$ cat config.mk
export PLATFORM = sky130hd
export DESIGN_NAME = mem_stage
export DESIGN_NICKNAME = d
export VERILOG_FILES = /design/src/rtl/mem_stage.sv
export SDC_FILE = /design/constraint.sdc
export NUM_CORES = 1
export LEC_CHECK = 0
export CORE_ASPECT_RATIO = 2
export CORE_MARGIN = 4
export CORE_UTILIZATION = 40
export DETAILED_ROUTE_END_ITERATION = 12
export PLACE_DENSITY_LB_ADDON = 0.15
export SETUP_SLACK_MARGIN = 0.1
export SLEW_MARGIN = 25
export SYNTH_ARGS = -nofsm -noshare
export SYNTH_HDL_FRONTEND = slang
export SYNTH_SLANG_ARGS = --single-unit
$ cat constraint.sdc
create_clock -name clk -period 2.57 [get_ports clk]
set_clock_uncertainty 0.15 [all_clocks]
set_input_delay 0.257 -clock clk [delete_from_list [all_inputs] [get_ports clk]]
set_output_delay 0.257 -clock clk [all_outputs]
set_load 0.02 [all_outputs]
$ cat src/rtl/mem_stage.sv
// mem_stage: LC-3b memory-access stage. Issues data-memory reads/writes over a
// request/response handshake, sequences LDI/STI indirection, and hands
// registered results to write-back with a one-cycle wb_valid pulse.

package lc3b_types;
  typedef logic [15:0] lc3b_word;

  typedef enum logic [3:0] {
    OP_BR  = 4'b0000, OP_ADD = 4'b0001, OP_LDB = 4'b0010, OP_STB  = 4'b0011,
    OP_JSR = 4'b0100, OP_AND = 4'b0101, OP_LDR = 4'b0110, OP_STR  = 4'b0111,
    OP_RTI = 4'b1000, OP_NOT = 4'b1001, OP_LDI = 4'b1010, OP_STI  = 4'b1011,
    OP_JMP = 4'b1100, OP_SHF = 4'b1101, OP_LEA = 4'b1110, OP_TRAP = 4'b1111
  } lc3b_opcode;

  typedef struct packed {
    lc3b_opcode  opcode;
    logic [2:0]  nzp;
    logic [2:0]  dr;
    logic        load_regfile;
    logic        load_cc;
  } lc3b_ipacket;

  // Bubble packet: a BR that never branches and writes nothing.
  localparam lc3b_ipacket NOP_PACKET = '{opcode: OP_BR, nzp: 3'b000, dr: 3'b000,
                                         load_regfile: 1'b0, load_cc: 1'b0};
endpackage

module mem_stage
  import lc3b_types::*;
(
  input  logic        clk,
  input  logic        rst_n,
  input  logic        ex_valid,
  input  lc3b_ipacket ex_ipacket,
  input  logic [15:0] ex_alu,
  input  logic [15:0] ex_br_addr,
  input  logic [15:0] ex_sr_data,
  input  logic        pip_flush,
  output logic        stall,
  output logic [15:0] dmem_address,
  output logic [15:0] dmem_wdata,
  output logic [1:0]  dmem_byte_enable,
  output logic        dmem_read,
  output logic        dmem_write,
  input  logic [15:0] dmem_rdata,
  input  logic        dmem_resp,
  output logic [15:0] mem_out,
  output logic [15:0] alu_out,
  output logic [15:0] br_addr_out,
  output lc3b_ipacket ipacket_out,
  output logic        wb_valid
);

  typedef enum logic [1:0] {IDLE, MEM1, MEM2} state_t;

  state_t      state_q;
  lc3b_ipacket pkt_q;
  lc3b_word    alu_q, br_q, sr_q;
  lc3b_word    addr_q, wdata_q;
  logic [1:0]  be_q;
  logic        rd_q, wr_q;
  lc3b_word    mem_out_q, alu_out_q, br_out_q;
  lc3b_ipacket ipkt_out_q;
  logic        wb_valid_q;
  logic        done;

  function automatic logic is_mem_op(input lc3b_opcode op);
    return (op == OP_LDR) || (op == OP_LDB) || (op == OP_LDI) ||
           (op == OP_STR) || (op == OP_STB) || (op == OP_STI);
  endfunction

  function automatic logic is_indirect(input lc3b_opcode op);
    return (op == OP_LDI) || (op == OP_STI);
  endfunction

  function automatic logic is_byte_op(input lc3b_opcode op);
    return (op == OP_LDB) || (op == OP_STB);
  endfunction

  function automatic lc3b_word word_addr(input lc3b_word a);
    return {a[15:1], 1'b0};
  endfunction

  function automatic logic [1:0] byte_en(input logic byte_op, input logic a0);
    if (!byte_op) return 2'b11;
    return a0 ? 2'b10 : 2'b01;
  endfunction

  // Data handed to write-back on completion; stores deliver zero.
  function automatic lc3b_word load_data(input lc3b_opcode op, input logic a0,
                                         input lc3b_word rdata);
    case (op)
      OP_LDR, OP_LDI: return rdata;
      OP_LDB:         return a0 ? {8'h00, rdata[15:8]} : {8'h00, rdata[7:0]};
      default:        return 16'h0000;
    endcase
  endfunction

  // Final handshake of the current instruction completes on this edge.
  always_comb begin
    done = 1'b0;
    if (dmem_resp) begin
      done = (state_q == MEM2) || ((state_q == MEM1) && !is_indirect(pkt_q.opcode));
    end
  end

  // Stage FSM with registered memory requests and write-back outputs.
  always_ff @(posedge clk or negedge rst_n) begin
    if (!rst_n) begin
      state_q    <= IDLE;
      pkt_q      <= NOP_PACKET;
      alu_q      <= '0;
      br_q       <= '0;
      sr_q       <= '0;
      addr_q     <= '0;
      wdata_q    <= '0;
      be_q       <= 2'b00;
      rd_q       <= 1'b0;
      wr_q       <= 1'b0;
      mem_out_q  <= '0;
      alu_out_q  <= '0;
      br_out_q   <= '0;
      ipkt_out_q <= NOP_PACKET;
      wb_valid_q <= 1'b0;
    end else begin
      // Any cycle that completes nothing hands a bubble to write-back.
      mem_out_q  <= '0;
      alu_out_q  <= '0;
      br_out_q   <= '0;
      ipkt_out_q <= NOP_PACKET;
      wb_valid_q <= 1'b0;

      case (state_q)
        IDLE: begin
          if (ex_valid && !pip_flush) begin
            pkt_q <= ex_ipacket;
            alu_q <= ex_alu;
            br_q  <= ex_br_addr;
            sr_q  <= ex_sr_data;
            if (is_mem_op(ex_ipacket.opcode)) begin
              state_q <= MEM1;
              addr_q  <= is_byte_op(ex_ipacket.opcode) ? ex_alu : word_addr(ex_alu);
              be_q    <= byte_en(is_byte_op(ex_ipacket.opcode), ex_alu[0]);
              wdata_q <= (ex_ipacket.opcode == OP_STB) ?
                         {ex_sr_data[7:0], ex_sr_data[7:0]} : ex_sr_data;
              // LDI/STI both begin by fetching the pointer word.
              wr_q    <= (ex_ipacket.opcode == OP_STR) || (ex_ipacket.opcode == OP_STB);
              rd_q    <= !((ex_ipacket.opcode == OP_STR) || (ex_ipacket.opcode == OP_STB));
            end else begin
              ipkt_out_q <= ex_ipacket;
              alu_out_q  <= ex_alu;
              br_out_q   <= ex_br_addr;
              wb_valid_q <= 1'b1;
            end
          end
        end
        MEM1: begin
          if (dmem_resp && is_indirect(pkt_q.opcode)) begin
            state_q <= MEM2;
            addr_q  <= word_addr(dmem_rdata);
            be_q    <= 2'b11;
            wdata_q <= sr_q;
            rd_q    <= (pkt_q.opcode == OP_LDI);
            wr_q    <= (pkt_q.opcode == OP_STI);
          end
        end
        MEM2: ;
        default: state_q <= IDLE;
      endcase

      if (done) begin
        state_q    <= IDLE;
        rd_q       <= 1'b0;
        wr_q       <= 1'b0;
        addr_q     <= '0;
        wdata_q    <= '0;
        be_q       <= 2'b00;
        mem_out_q  <= load_data(pkt_q.opcode, alu_q[0], dmem_rdata);
        alu_out_q  <= alu_q;
        br_out_q   <= br_q;
        ipkt_out_q <= pkt_q;
        wb_valid_q <= 1'b1;
      end
    end
  end

  assign stall            = (state_q != IDLE);
  assign dmem_address     = addr_q;
  assign dmem_wdata       = wdata_q;
  assign dmem_byte_enable = be_q;
  assign dmem_read        = rd_q;
  assign dmem_write       = wr_q;
  assign mem_out          = mem_out_q;
  assign alu_out          = alu_out_q;
  assign br_addr_out      = br_out_q;
  assign ipacket_out      = ipkt_out_q;
  assign wb_valid         = wb_valid_q;

endmodule

==> out/qor.yml, run 1 <==
htree_levels: 4
grt_usage: 0.193
slew_violations: 0
final_hold_viol_count: 0
leakagePower_nw: 3.85
setup_violations: 0
port_buffers: 178
synth_cell_types: 33
ir_drop_mv: 0.503
r2r_cells: 5
synthFlopType: "dfrtp_1"
synth_seq_area_share: 0.637
cts.sinks: 159
vias: 4430
setup_tns_ns: 0
antenna_found_initial: 0
antenna_cells: 0
min_period_ns: 2.19
r2r_setup_slack_ns: 0.48
rr_endpoint: "alu_out[6]"
area_delta_synth_final_pct: 43.8
startpoint_type: "register"
rows: 64
cts_tree: "yes"
synthesis.area_mm2: 0.00625
clockBufferDepth: 2
cts_root_buf: "clkbuf_16"
finalCritPeriodShare: 0.854
grt_max_degree: 63
viasPerCell: 5.16
nets: 729
drt_pass1_iterations: 4
syn-num-nets: 542
rsz0062_at_grt: "no"
wl_per_cell_um: 19.2
io_pins: 179
netlist.area_leader.share: 0.637
timing.rr.start: "state_q[1]"
coreArea_mm2: 0.0153
synth_area_leader_cell: "dfrtp_1"
cts_buffers: 17
postRouteAntennaNets: 0
final_common_cell: "clkdlybuf4s50_1"
whs_ns: 0.231
cp_max_fo: 7
worstSetupEndpointType: "primary output"
drive_above_1_share: 0.183
drt_iter0_markers: 172
outcome: "finished clean"
dieArea_mm2: 0.0178
dp_hpwl_um: 12200
slew-limit-headroom: 0.515
dp.cells: 826
die_y_um: 185
syn_area_per_cell_um2: 13.6
tightest_slew_ns: 0.727
final_area_mm2: 0.00899
insertion_delay_ns: 0.41
synth.ff_latch_count: 159
min_path_type: "in2async"
synth_edf_count: 0
clk_pin_slew_ns: 0.07
drc: 0
power_density_mw_per_mm2: 815
fmax_ghz: 0.456
grt-ovfl-total: 0
grt_pass1_vias: 4762
stdcell_count: 859
fp.dieW_um: 96.4
synthArstFlopShare: 1.00
synth_warnings: 0
max_cap_viol_count: 0
wl_um: 16500
fin_util: 0.588
place_area_mm2: 0.00839
startpoint: "state_q[1]"
layout_common_cells: "clkdlybuf4s50_1, dfrtp_1, mux2_2"
synthesis.instances: 461
cp.arrival_ns: 1.79
gp_congestion: 0.816
worstPathRequired_ns: 2.16
cts_resized: 0
grt_pass1_wl_um: 25500
worstSetupPathType: "reg2out"
start_util: 0.409
synth.area.top_cells: "dfrtp_1, mux2_2, a22o_1"
[logic make-up after synthesis]
| group | count (synthesis) | synth area share |
|---|---|---|
| multiplexers | 91 | 0.158 |
| flip-flops | 159 | 0.637 |
| XOR/XNOR | 2 | 0.00280 |
| AO/OA/AOI/OAI | 106 | 0.125 |
| AND/OR/NAND/NOR | 73 | 0.0589 |
| buffers and inverters | 30 | 0.0190 |
[worst max path at each step]
stage / endpoint / cells after the start
finish: stall / 2
global route: stall / 2
CTS: stall / 2
detailed placement: dmem_wdata[0] / 6
global placement: dmem_wdata[0] / 6
floorplan: dmem_wdata[13] / 5
[per-layer routing]
metal	global-route usage	routed length [um]	part of all wire	vias to the layer above
met2	0.344	9130	0.55	149
met1	0.213	5980	0.36	2218
li1	-	-	-	2039
met4	0.0753	443	0.027	0
met3	0.0502	934	0.057	24
met5	0	0	0	-
[state kept, by name, indices dropped and copies added, names as in the netlist]
| name | flops |
|---|---|
| dmem_wdata | 16 |
| br_q | 16 |
| state_q | 2 |
| dmem_byte_enable | 2 |
| dmem_address | 16 |
| dmem_read | 1 |
| mem_out | 16 |
| br_addr_out | 16 |
| alu_out | 16 |
| pkt_q | 12 |
| alu_q | 16 |
| dmem_write | 1 |
| ipacket_out | 12 |
| wb_valid | 1 |
| sr_q | 16 |
[cells in the mapped netlist (all sizes together), types with 4 or more instances]
library cell,n
buf,9
o21ai,37
nand2,37
mux2,60
nor2,10
and2,8
a22oi,9
nand2b,4
a22o,53
mux2i,31
dfrtp,159
clkbuf,21
[worst max-delay path, cell delays in order, from the launching register on]
cell             delay [ns]
dfrtp_1                0.50
or2_2                  0.34
clkdlybuf4s50_1        0.54
[timing repair]
| action | 4_1_cts | 5_1_grt |
|---|---|---|
| hold buffers | 1 | 0 |
| setup buffers | 0 | 0 |
| endpoints found under the hold margin | 59 | 0 |
[through the flow]
| stage | worst slack (ns) | power, mW |
|---|---|---|
| finish | 0.376 | 7.32 |
| global route | 0.302 | 7.67 |
| CTS | 0.357 | 7.42 |
| detailed placement | 0.329 | 4.91 |
| global placement | 0.403 | 4.86 |
| floorplan | 0.595 | 3.98 |
[power by group]
group          switching (mW)  internal (mW)
clock                    1.02           1.46
sequential              0.251           2.92
combinational           0.808          0.870
[layout make-up]
cell class / instances / area (um2)
fill: 1283 / 6310
sequential: 159 / 3980
multi-input combinational: 272 / 2190
timing repair buffer: 198 / 1990
clock buffer: 19 / 433
tap: 198 / 248
clock inverter: 13 / 155
(Power assumes the default switching activity.)
==> run 2, diff against run 1 <==
Settings changed: CORE_ASPECT_RATIO 2 to 0.6.
==> run 2 against run 1 <==
  * Fmax shrank 1.4%
  * Register-to-register slack worse by 0.14 ns
  * Sequential power hardly changed
  * Flip-flop and latch count unchanged
  * Die area is 0.31% lower
  * Critical path depth rose by 2
  * Clock-buffer cell count unchanged
  * Routed wire length shrank 2.4%
  * Largest power group unchanged
  * Sequential share of layout area about the same
  * First-iteration DRC count up 24%
==> out/qor.yml, run 2 (synthesized netlist as in run 1, its figures left out) <==
place_ws_ns: 0.268
layout_common_cells: "clkdlybuf4s50_1, dfrtp_1, mux2_2"
power_density_mw_per_mm2: 804
postRouteAntennaNets: 0
grt_max_degree: 80
whs_ns: 0.228
dieArea_mm2: 0.0178
cts_tree: "yes"
outcome: "finished clean"
final_common_cell: "clkdlybuf4s50_1"
slew-limit-headroom: 0.624
grt-ovfl-total: 0
viasPerCell: 5.11
crit_path_max_incr_delay_ns: 0.51
finalCritPeriodShare: 0.866
timing.final.ws_setup_ns: 0.344
setup_violations: 0
worstSetupPathType: "reg2reg"
tightest_slew_ns: 0.564
final_hold_viol_count: 0
worst_path_max_delay_cell: "nor2b_4"
final_area_mm2: 0.00898
multi_input_area_mm2: 0.00218
cts_root_buf: "clkbuf_16"
clockBufferDepth: 2
post_cts_buffers: 0
cp_max_fo: 45
io_pins: 179
final-seq-area_mm2: 0.00398
antenna_found_initial: 0
slew_violations: 0
dp_hpwl_um: 11200
wl_um: 16100
htree_levels: 4
worstPathRequired_ns: 2.76
area_delta_synth_final_pct: 43.7
min_path_type: "in2async"
grt_pass1_wl_um: 25600
rsz0062_at_grt: "no"
cp.arrival_ns: 2.41
leakagePower_nw: 3.84
setup_tns_ns: 0
worstSetupEndpointType: "register"
wl_per_cell_um: 18.6
place_area_mm2: 0.00841
cp_num_buf_inv: 1
nFillCells: 1248
ir_drop_mv: 0.487
cts_resized: 0
vias: 4432
clk_pin_slew_ns: 0.07
cts_buffers: 17
port_buffers: 178
gp_congestion: 0.814
insertion_delay_ns: 0.40
drive_above_1_share: 0.187
critical_path.top_delay_family: "compound AO/OA/AOI/OAI gates"
antenna_cells: 0
fp.dieW_um: 169
nets: 732
drt_pass1_iterations: 4
drc: 0
rows: 35
coreArea_mm2: 0.0153
drt_iter0_markers: 214
grt_usage: 0.184
max_cap_viol_count: 0
min_period_ns: 2.23
die_y_um: 105
grt_pass1_vias: 4750
start_util: 0.408
fmax_ghz: 0.449
crit_chain: "nor2b_4 -> a31o_2 -> buf_4 -> a22o_1"
startpoint_type: "register"
cts.sinks: 159
-- run 2: power breakdown --
part           total, mW  switching, mW  internal (mW)  leakage (nW)
sequential          3.17          0.249           2.92          2.02
clock               2.38           1.03           1.35         0.266
combinational       1.67          0.800          0.874          1.55
total               7.22           2.08           5.15          3.84
-- run 2: final timing paths --
| path | cells past startpoint | to | startpoint | slack, ns |
|---|---|---|---|---|
| min in group clk | 2 | br_addr_out[1] | ex_br_addr[1] | 0.32 |
| min reg2reg | 2 | dmem_write | dmem_write | 0.33 |
| max in group asynchronous | 3 | sr_q[7] | rst_n | 1.18 |
| max | 4 | br_addr_out[11] | state_q[0] | 0.34 |
| max reg2reg | 4 | br_addr_out[11] | state_q[0] | 0.34 |
| min | 2 | br_q[5] | rst_n | 0.23 |
-- run 2: cell type report --
cell class | count | share of cell area
clock buffers | 19 | 0.0482
clock inverters | 13 | 0.0142
multi-input cells | 272 | 0.242
flip-flops and latches | 159 | 0.443
well taps | 203 | 0.0283
repair buffers | 201 | 0.224
-- run 2: worst reg2reg max path, cell delays in order, from the launching register on --
cell	delay [ns]
dfrtp_1	0.48
nor2b_4	0.51
a31o_2	0.27
buf_4	0.48
a22o_1	0.28
-- run 2: stage by stage --
| step | util | power (mW) | cells |
|---|---|---|---|
| final | 0.586 | 7.22 | 867 |
| after global routing | 0.586 | 7.58 | 867 |
| after floorplan | - | 3.98 | 461 |
| after detailed placement | 0.549 | 4.90 | 834 |
| after global placement | 0.549 | 4.85 | 834 |
| after CTS | 0.586 | 7.31 | 867 |
-- run 2: routing by layer --
metal / up-vias / global-route usage / part of all wire
met1: 2226 / 0.256 / 0.46
met4: 0 / 0.0551 / 0.015
met2: 145 / 0.279 / 0.45
li1: 2045 / - / -
met3: 16 / 0.0571 / 0.074
met5: - / 0 / 0
-- run 2: what timing repair did --
item	4_1_cts	5_1_grt
endpoints found under the setup margin	0	0
hold buffers	1	0
hold endpoints to repair	55	0
